### src/rtl/mem_access_unit_if.sv
// Data bus between the M-stage memory access unit and the data memory.
// Word-addressed req/ack bus with per-byte enables.
interface mem_access_unit_if;
    logic        bus_req;
    logic        bus_we;
    logic [31:0] bus_addr;
    logic [3:0]  bus_be;
    logic [31:0] bus_wdata;
    logic        bus_ack;
    logic [31:0] bus_rdata;

    modport master (
        output bus_req,
        output bus_we,
        output bus_addr,
        output bus_be,
        output bus_wdata,
        input  bus_ack,
        input  bus_rdata
    );

    modport slave (
        input  bus_req,
        input  bus_we,
        input  bus_addr,
        input  bus_be,
        input  bus_wdata,
        output bus_ack,
        output bus_rdata
    );
endinterface

### src/rtl/mem_access_unit.sv
// M-stage data memory access: store lane steering, load extraction,
// req/ack bus handshake with timeout, and pipeline stall generation.
module mem_access_unit #(
    parameter int MAX_WAIT = 255
) (
    input  logic        clk,
    input  logic        reset,
    input  logic        req_valid,
    input  logic        req_we,
    input  logic [1:0]  req_size,
    input  logic        req_unsigned,
    input  logic [31:0] req_addr,
    input  logic [31:0] req_wdata,
    output logic        req_stall,
    output logic        rsp_valid,
    output logic [31:0] rsp_rdata,
    output logic        rsp_err,
    mem_access_unit_if.master bus
);

    typedef enum logic [1:0] {
        IDLE,
        BUS,
        RESP
    } state_t;

    localparam logic [7:0] WAIT_LAST = 8'(MAX_WAIT - 1);

    state_t      state_q, state_d;
    logic [7:0]  cnt_q, cnt_d;
    logic [1:0]  lat_size_q, lat_size_d;
    logic        lat_uns_q, lat_uns_d;
    logic [1:0]  lat_lo_q, lat_lo_d;

    logic        bus_req_q, bus_req_d;
    logic        bus_we_q, bus_we_d;
    logic [31:0] bus_addr_q, bus_addr_d;
    logic [3:0]  bus_be_q, bus_be_d;
    logic [31:0] bus_wdata_q, bus_wdata_d;
    logic        rsp_valid_q, rsp_valid_d;
    logic [31:0] rsp_rdata_q, rsp_rdata_d;
    logic        rsp_err_q, rsp_err_d;

    logic        bad_req;
    logic [3:0]  st_be;
    logic [31:0] st_wdata;
    logic [7:0]  ld_byte;
    logic [15:0] ld_half;
    logic [31:0] ld_ext;

    // Alignment and reserved-size check on the live request
    always_comb begin
        bad_req = 1'b0;
        unique case (req_size)
            2'b00:   bad_req = 1'b0;
            2'b01:   bad_req = req_addr[0];
            2'b10:   bad_req = |req_addr[1:0];
            default: bad_req = 1'b1;
        endcase
    end

    always_comb begin
        st_be    = 4'b1111;
        st_wdata = 32'd0;
        if (req_we) begin
            unique case (req_size)
                2'b00: begin
                    st_be    = 4'b0001 << req_addr[1:0];
                    st_wdata = {4{req_wdata[7:0]}};
                end
                2'b01: begin
                    st_be    = req_addr[1] ? 4'b1100 : 4'b0011;
                    st_wdata = {2{req_wdata[15:0]}};
                end
                default: begin
                    st_be    = 4'b1111;
                    st_wdata = req_wdata;
                end
            endcase
        end
    end

    // Load lane select uses the latched address, not the live one
    always_comb begin
        ld_byte = bus.bus_rdata[7:0];
        unique case (lat_lo_q)
            2'b00: ld_byte = bus.bus_rdata[7:0];
            2'b01: ld_byte = bus.bus_rdata[15:8];
            2'b10: ld_byte = bus.bus_rdata[23:16];
            2'b11: ld_byte = bus.bus_rdata[31:24];
        endcase
        ld_half = lat_lo_q[1] ? bus.bus_rdata[31:16]
                              : bus.bus_rdata[15:0];
        unique case (lat_size_q)
            2'b00:   ld_ext = {{24{~lat_uns_q & ld_byte[7]}}, ld_byte};
            2'b01:   ld_ext = {{16{~lat_uns_q & ld_half[15]}}, ld_half};
            default: ld_ext = bus.bus_rdata;
        endcase
    end

    always_comb begin
        state_d     = state_q;
        cnt_d       = cnt_q;
        lat_size_d  = lat_size_q;
        lat_uns_d   = lat_uns_q;
        lat_lo_d    = lat_lo_q;
        bus_req_d   = bus_req_q;
        bus_we_d    = bus_we_q;
        bus_addr_d  = bus_addr_q;
        bus_be_d    = bus_be_q;
        bus_wdata_d = bus_wdata_q;
        rsp_valid_d = 1'b0;
        rsp_rdata_d = rsp_rdata_q;
        rsp_err_d   = rsp_err_q;
        unique case (state_q)
            IDLE: begin
                if (req_valid) begin
                    lat_size_d = req_size;
                    lat_uns_d  = req_unsigned;
                    lat_lo_d   = req_addr[1:0];
                    if (bad_req) begin
                        state_d     = RESP;
                        rsp_valid_d = 1'b1;
                        rsp_err_d   = 1'b1;
                        rsp_rdata_d = 32'd0;
                    end else begin
                        state_d     = BUS;
                        cnt_d       = 8'd0;
                        bus_req_d   = 1'b1;
                        bus_we_d    = req_we;
                        bus_addr_d  = {req_addr[31:2], 2'b00};
                        bus_be_d    = st_be;
                        bus_wdata_d = st_wdata;
                    end
                end
            end
            BUS: begin
                if (bus.bus_ack) begin
                    state_d     = RESP;
                    cnt_d       = 8'd0;
                    bus_req_d   = 1'b0;
                    rsp_valid_d = 1'b1;
                    rsp_err_d   = 1'b0;
                    rsp_rdata_d = bus_we_q ? 32'd0 : ld_ext;
                end else if (cnt_q == WAIT_LAST) begin
                    state_d     = RESP;
                    cnt_d       = 8'd0;
                    bus_req_d   = 1'b0;
                    rsp_valid_d = 1'b1;
                    rsp_err_d   = 1'b1;
                    rsp_rdata_d = 32'd0;
                end else begin
                    cnt_d = cnt_q + 8'd1;
                end
            end
            RESP: begin
                state_d = IDLE;
            end
            default: begin
                state_d = IDLE;
            end
        endcase
    end

    always_ff @(posedge clk) begin
        if (!reset) begin
            state_q     <= IDLE;
            cnt_q       <= 8'd0;
            lat_size_q  <= 2'd0;
            lat_uns_q   <= 1'b0;
            lat_lo_q    <= 2'd0;
            bus_req_q   <= 1'b0;
            bus_we_q    <= 1'b0;
            bus_addr_q  <= 32'd0;
            bus_be_q    <= 4'd0;
            bus_wdata_q <= 32'd0;
            rsp_valid_q <= 1'b0;
            rsp_rdata_q <= 32'd0;
            rsp_err_q   <= 1'b0;
        end else begin
            state_q     <= state_d;
            cnt_q       <= cnt_d;
            lat_size_q  <= lat_size_d;
            lat_uns_q   <= lat_uns_d;
            lat_lo_q    <= lat_lo_d;
            bus_req_q   <= bus_req_d;
            bus_we_q    <= bus_we_d;
            bus_addr_q  <= bus_addr_d;
            bus_be_q    <= bus_be_d;
            bus_wdata_q <= bus_wdata_d;
            rsp_valid_q <= rsp_valid_d;
            rsp_rdata_q <= rsp_rdata_d;
            rsp_err_q   <= rsp_err_d;
        end
    end

    assign req_stall     = req_valid & (state_q != RESP);
    assign rsp_valid     = rsp_valid_q;
    assign rsp_rdata     = rsp_rdata_q;
    assign rsp_err       = rsp_err_q;
    assign bus.bus_req   = bus_req_q;
    assign bus.bus_we    = bus_we_q;
    assign bus.bus_addr  = bus_addr_q;
    assign bus.bus_be    = bus_be_q;
    assign bus.bus_wdata = bus_wdata_q;

endmodule

### src/flat_wrapper.sv
// flat-port wrapper written by rule: the top's interface ports become plain ports
module mem_access_unit_flat 
#(
    parameter int MAX_WAIT = 255
)
  (clk, reset, req_valid, req_we, req_size, req_unsigned, req_addr, req_wdata, req_stall, rsp_valid, rsp_rdata, rsp_err, bus_bus_req, bus_bus_we, bus_bus_addr, bus_bus_be, bus_bus_wdata, bus_bus_ack, bus_bus_rdata);
  mem_access_unit_if bus_i ();
  input  logic clk;
  input  logic reset;
  input  logic req_valid;
  input  logic req_we;
  input  logic [1:0] req_size;
  input  logic req_unsigned;
  input  logic [31:0] req_addr;
  input  logic [31:0] req_wdata;
  output logic req_stall;
  output logic rsp_valid;
  output logic [31:0] rsp_rdata;
  output logic rsp_err;
  output wire logic [$bits(bus_i.bus_req)-1:0] bus_bus_req;
  output wire logic [$bits(bus_i.bus_we)-1:0] bus_bus_we;
  output wire logic [$bits(bus_i.bus_addr)-1:0] bus_bus_addr;
  output wire logic [$bits(bus_i.bus_be)-1:0] bus_bus_be;
  output wire logic [$bits(bus_i.bus_wdata)-1:0] bus_bus_wdata;
  input wire logic [$bits(bus_i.bus_ack)-1:0] bus_bus_ack;
  input wire logic [$bits(bus_i.bus_rdata)-1:0] bus_bus_rdata;
  assign bus_bus_req = bus_i.bus_req;
  assign bus_bus_we = bus_i.bus_we;
  assign bus_bus_addr = bus_i.bus_addr;
  assign bus_bus_be = bus_i.bus_be;
  assign bus_bus_wdata = bus_i.bus_wdata;
  assign bus_i.bus_ack = bus_bus_ack;
  assign bus_i.bus_rdata = bus_bus_rdata;
  mem_access_unit #(.MAX_WAIT(MAX_WAIT)) u_core (.clk(clk), .reset(reset), .req_valid(req_valid), .req_we(req_we), .req_size(req_size), .req_unsigned(req_unsigned), .req_addr(req_addr), .req_wdata(req_wdata), .req_stall(req_stall), .rsp_valid(rsp_valid), .rsp_rdata(rsp_rdata), .rsp_err(rsp_err), .bus(bus_i));
endmodule
### config.mk
export PLATFORM = sky130hd
export DESIGN_NAME = mem_access_unit_flat
export DESIGN_NICKNAME = d
export VERILOG_FILES = /design/src/rtl/mem_access_unit_if.sv /design/src/rtl/mem_access_unit.sv /design/src/flat_wrapper.sv
export SDC_FILE = /design/constraint.sdc
export NUM_CORES = 1
export LEC_CHECK = 0
export BUFFER_PORTS_ARGS = -buffer_cell sky130_fd_sc_hd__buf_2
export CORE_ASPECT_RATIO = 0.5
export CORE_MARGIN = 2
export CORE_UTILIZATION = 48
export DETAILED_ROUTE_END_ITERATION = 16
export GPL_ROUTABILITY_DRIVEN = 0
export GPL_TIMING_DRIVEN = 1
export PLACE_DENSITY = 0.79
export SYNTH_ARGS = -nofsm -noshare
export SYNTH_HDL_FRONTEND = slang
export SYNTH_SLANG_ARGS = --single-unit
export TNS_END_PERCENT = 30
### constraint.sdc
create_clock -name clk -period 2.2 [get_ports clk]
set_clock_uncertainty 0.2 [all_clocks]
set_input_delay 0.22 -clock clk [delete_from_list [all_inputs] [get_ports clk]]
set_output_delay 0.22 -clock clk [all_outputs]
set_load 0.1 [all_outputs]
# Word level (Yosys, flattened, before mapping)
# Index checks and enable logic that the tools add are counted.
dict set report totals {
  reg_bits 117
  latch_bits 0
  ram_bits 0
  rom_bits 0
  inputBits 104
  out_inout_bits 105
  n_memories 0
}
dict set report op_classes {
  addsub 1
  n_mul 0
  div 0
  magnitude_cmp 0
  eq_ne 13
  shift 1
  n_mux 40
  bitwise 5
  n_reduce_logical 12
}
# operator count
set ops {}
lappend ops {{two-way mux 32 bit} 6}
lappend ops {{one-hot mux 32 bit (2 select lines)} 3}
lappend ops {{two-way mux 8 bit} 4}
lappend ops {{one-hot mux 8 bit (4 select lines)} 1}
lappend ops {{two-way mux 16 bit} 1}
lappend ops {{one-hot mux 8 bit (2 select lines)} 1}
lappend ops {{two-way mux 1 bit} 12}
lappend ops {{adder 8 x 1 -> 8 bit, second input constant} 1}
lappend ops {{equality test 2 x 1 -> 1 bit, second input constant} 4}
lappend ops {{equality test 8 bit, second input constant} 1}
lappend ops {{zero test 2 bit} 4}
lappend ops {{two-way mux 2 bit} 4}
lappend ops {{two-way mux 4 bit} 2}
lappend ops {{one-hot mux 4 bit (2 select lines)} 1}
lappend ops {{AND reduction 4 bit} 2}
lappend ops {{equality test 2 bit, second input constant} 3}
lappend ops {{inequality test 2 bit, second input constant} 3}
lappend ops {{one-hot mux 1 bit (2 select lines)} 3}
lappend ops {{AND reduction 3 bit} 2}
lappend ops {{one-hot mux 2 bit (2 select lines)} 1}
lappend ops {{AND reduction 2 bit} 2}
lappend ops {{<< shifter 1 x 2 -> 4 bit, first input constant} 1}
lappend ops {{AND 1 bit} 3}
lappend ops {{inequality test 3 x 2 -> 1 bit, second input constant} 1}
lappend ops {{5 further kinds} 6}

# Longest topological paths before layout
dict set report logic_depth {
  ltp_word 7
  ltp_mapped 7
  mapped_depth_nobuf 6
}

# Worst setup path before layout
# OpenSTA, ideal clock, no wires.
dict set report synth_path {
  path_type {flip-flop to output port}
  from {register u_core.state_q[0]}
  to {output req_stall}
  arrival_time_ns 2.708
  t_required_ns 1.780
  setup_slack_ns -0.928
  path_stages_with_launch 3
  n_path_buf 0
  path_cell_list {dfxtp_1 inv_1 a21boi_0}
}
dict set report synth_via {
  elab_chain_len 2
}
# element line
set synth_lines {}
lappend synth_lines {{from (decl)} mem_access_unit.sv:29} ;# state_t state_q, state_d;
lappend synth_lines {{from (signal assigned)} mem_access_unit.sv:181} ;# state_q <= state_d;
lappend synth_lines {{inequality test 2 bit} mem_access_unit.sv:197} ;# assign req_stall = req_valid & (state_q != RESP);
lappend synth_lines {{AND 1 bit} mem_access_unit.sv:197}
lappend synth_lines {{to (decl)} flat_wrapper.sv:16} ;# output logic req_stall;
# No other way between the ends.

# Worst setup path in the final report
dict set report layout_path {
  from {input req_addr[1]}
  to {register u_core.bus_wdata_q[28] (netlist: u_core.bus.bus_wdata[28])}
}
dict set report layout_via {
  elab_chain_len 4
}
# element line
set layout_lines {}
lappend layout_lines {{from (decl)} flat_wrapper.sv:14} ;# input logic [31:0] req_addr;
lappend layout_lines {{OR reduction 2 bit} mem_access_unit.sv:57} ;# 2'b10: bad_req = |req_addr[1:0];
lappend layout_lines {{one-hot mux 1 bit (3 select lines)} mem_access_unit.sv:54} ;# unique case (req_size)
lappend layout_lines {{inverter 1 bit (no source line)} n/a}
lappend layout_lines {{AND reduction 3 bit (no source line)} n/a}
lappend layout_lines {{to (signal assigned)} mem_access_unit.sv:190} ;# bus_wdata_q <= bus_wdata_d;
lappend layout_lines {{to (decl)} mem_access_unit.sv:39} ;# logic [31:0] bus_wdata_q, bus_wdata_d;
# No other way between the ends.
# A chain may end at the register's enable or synchronous reset.

==> flow_summary.rst <==
.. list-table::
   :header-rows: 1

   * - Metric
     - Value
   * - Run status
     - completed
   * - Endpoint class of the critical path
     - flip-flop
   * - Sum of routed wire length over all layers
     - approximately 17000 um
   * - Slowest stage cell on the critical path
     - sky130_fd_sc_hd__dlygate4sd3_1
   * - Floorplan Core Area
     - around 10000 um2
   * - Drt wl/cell
     - approximately 17 um
   * - Post-route standard cell area excluding fillers
     - between 7000 and 8000 um2
   * - Post-synth top cells
     - sky130_fd_sc_hd__dfxtp_1 (117), sky130_fd_sc_hd__nand2_1 (76), sky130_fd_sc_hd__a21oi_1 (36), sky130_fd_sc_hd__mux2i_1 (36), sky130_fd_sc_hd__o21ai_0 (27)
   * - Type of the setup path with the least slack
     - input port to flip-flop
   * - Clock sinks
     - about 120
   * - Buffers added on ports
     - slightly above 200
   * - Proportion of layout cells with a drive suffix above 1
     - 34.0%
   * - Worst setup startpoint
     - req_addr[1]
   * - Cts bufs inserted
     - 17
   * - Clock-pin slew on the worst setup and hold paths
     - roughly 50 ps
   * - TritonCTS clock tree
     - built
   * - Mean instance size in the synthesized netlist
     - 9.45 um2
   * - Area post-placement
     - ~6300 um2
   * - Worst Setup Start Kind
     - input port
   * - Via total after detailed routing
     - 5553
   * - Shortest clock period the worst path allows after layout
     - 2150 ps
   * - Post-route core utilization
     - between 70% and 80%
   * - Vias in the first global route
     - around 5500
   * - Final Hold Fails
     - 0
   * - Primary FF master, synth
     - sky130_fd_sc_hd__dfxtp_1
   * - Post-synthesis cell type with the largest combined area
     - sky130_fd_sc_hd__dfxtp_1
   * - Launch point of the worst hold path
     - req_size[1]
   * - Worst vdd rail ir drop
     - slightly above 500 uV
   * - Global-route wire length before repair
     - around 27000 um
   * - Final total negative setup slack
     - 0 ps
   * - Number of slew-limit violations in the final report
     - 0
   * - Max Cap Viol
     - 0
   * - Post-layout nets
     - 950
   * - Vertical die dimension
     - around 77 um
   * - CTS H-tree lvls
     - 4
   * - Initial drt markers
     - ~320
   * - CTS max path bufs
     - 2
   * - Arrival time reported for the critical path endpoint
     - 2240 ps
   * - Unrepaired setup endpoints after global routing
     - false
   * - Total power
     - 6.18 mW
   * - Slowest Stage Delay on Critical Path
     - 560 ps
   * - Detailed Place HPWL
     - just over 10000 um
   * - CP max FO
     - 33
   * - Area growth, synth to finish
     - 53.2%
   * - Number of flops mapped to enable cells by yosys
     - 0
   * - Number of cell rows
     - 26
   * - Top cells by area in the synthesized netlist
     - sky130_fd_sc_hd__dfxtp_1 (46%), sky130_fd_sc_hd__mux2i_1 (7.1%), sky130_fd_sc_hd__nand2_1 (5.6%)
   * - Transition time at the pin with the least slew margin
     - ~730 ps
   * - Share of Yosys cell area claimed by the top area cell type
     - about 46%
   * - Synthesized cell area
     - 5090 um2
   * - Remaining number of nets flagged by the antenna check after routing
     - 0
   * - Final Cycle Share
     - between 90% and 100%
   * - Launching point of the worst reg2reg path
     - u_core.cnt_q[1]$_SDFFE_PN0P_
   * - Initial Util
     - between 40% and 50%
   * - LEAKAGE
     - approximately 3.6 nW
   * - Relative slew slack
     - ~52%
   * - Worst min-delay path class
     - input port to flip-flop
   * - Cell at the root of the clock tree
     - sky130_fd_sc_hd__clkbuf_16
   * - Most frequently used cell type in the post-synthesis netlist
     - sky130_fd_sc_hd__dfxtp_1
   * - Series of cell instances along the critical path
     - dlygate4sd3_1, buf_2, or3_1, a21boi_4, nor2_2, buf_4, a22o_1
   * - Critical path's top delay family
     - buffers and inverters
   * - Top-level port count
     - roughly 210
   * - Detail-routed via count per cell
     - around 5.6
   * - Initial DRT Pass Iterations
     - 5
   * - Required time at the endpoint of the critical path
     - between 2000 and 2500 ps
   * - Final setup violation count
     - 0
   * - Number of remaining DRC errors
     - 0
   * - Clock latency on the worst-skew pair
     - roughly 400 ps
   * - Number of antenna repair diodes
     - 0
   * - Width of the chip
     - around 150 um
   * - Ys async rst share
     - 0%
   * - Total global routing overflow
     - 0
   * - Number of antenna violations at the first check in global routing
     - 0
   * - Number of cells produced by synthesis
     - 539
   * - Number of synthesis warnings
     - 0
   * - Sequential fraction of the synthesis area
     - 46.0%
   * - Power density relative to cell area
     - 792 nW/um2
   * - Post-synthesis cell type count
     - between 50 and 60
   * - Flip-flop and latch count after synthesis
     - about 120
   * - Total buffers and inverters traversed by the critical path
     - 3
   * - Overall routing resource usage
     - around 30%
   * - Largest net degree at the start of global routing
     - 46
   * - Peak Freq
     - 466 MHz
   * - Die area
     - between 10000 and 15000 um2
-- logic make-up after synthesis --
logic type | Yosys count | synth area share [%]
and+or+nand+nor | 140 | 13.3
DFF | 117 | 46.0
buffers and inverters | 57 | 5.11
xor gates and xnor gates | 2 | 0.344
muxes | 44 | 9.07
other | 1 | 0.0736
AOI/OAI and AO/OA | 176 | 25.7
adders and majority gates | 2 | 0.491
-- area by class of cell --
cell class,instances,area [um2]
Tap cell,140,175
Inverter,15,56.3
Sequential cell,117,2340
Clock buffer,23,478
Fill cell,727,2480
Multi-Input combinational cell,366,2510
Clock inverter,5,52.6
Timing Repair Buffer,327,2180
-- worst register-to-register path, delay by kind of cell (launching register included) --
kind / cells / cell delay [ps]
compound gates: 3 / 750
fa+ha+maj: 1 / 200
buf+inv: 1 / 190
flops: 1 / 410
simple gates: 1 / 110
-- per-stage QoR --
step	hold WS (ps)	cells	worst slack (ps)
floorplan	146	540	215
global placement	239	872	50.1
detailed placement	243	872	17.4
CTS	2.52	993	2.15
global route	30.2	993	4.95
finish	3.97	993	54.6
-- power by group --
group	total, mW	switching [mW]	internal, mW	leakage (nW)
logic	1.41	0.975	0.438	2.38
registers	2.26	0.0479	2.21	0.950
clock network	2.51	0.900	1.61	0.261
-- what timing repair did --
item	4_1_cts	5_1_grt
setup buffers	0	0
setup endpoints to repair	0	34
hold buffers	93	0
hold endpoints to repair	93	0
resized for setup	0	2
-- state kept, by name, indices dropped and copies added (netlist names) --
register / flops
u_core.bus.bus_addr: 30
u_core.bus.bus_be: 4
u_core.bus.bus_req: 1
u_core.bus.bus_wdata: 32
u_core.bus.bus_we: 1
u_core.cnt_q: 8
u_core.lat_lo_q: 2
u_core.lat_size_q: 2
u_core.lat_uns_q: 1
u_core.rsp_err: 1
u_core.rsp_rdata: 32
u_core.rsp_valid: 1
u_core.state_q: 2
-- layout by cell type, fill, tap and decap left out, drive strengths merged, types with 3 or more instances in the layout --
cell         synthesis  layout
or3                  3       3
nor3b                7       7
mux2                 7       7
mux2i               36      36
a21o                 4       4
dfxtp              117     117
buf                 23     234
a21boi               9       9
nor2                21      21
nand2b               4       4
o21ai               27      27
a221oi               6       6
nor2b                5       5
o22ai                7       7
and3                 5       5
nor3                 6       6
dlygate4sd3          0      93
o2bb2ai             25      25
inv                 15      15
a221o               16      16
o211ai               6       6
nand2               76      76
a21oi               37      37
nand3                5       5
clkbuf              19      23
clkinv               0       3
a22o                22      22
-- final timing paths --
| check | slack (ps) | to | depth (start not counted) |
|---|---|---|---|
| max | 50 | u_core.bus.bus_wdata[28]$_SDFFE_PN0P_ | 7 |
| min | 4 | u_core.lat_size_q[1]$_SDFFE_PN0P_ | 3 |
| max reg2reg | 240 | u_core.rsp_rdata[20]$_SDFFE_PN0P_ | 6 |
| min reg2reg | 250 | u_core.bus.bus_addr[3]$_SDFFE_PN0P_ | 2 |
-- routing by layer --
metal  GRT usage [%]  vias up  part of all wire [%]
met1            33.3     2606                    39
met2            51.5      303                    49
met5               0        -                     0
met3            7.56       62                   8.1
li1                -     2582                     -
met4            13.7        0                   3.8
(Power assumes the default switching activity.)
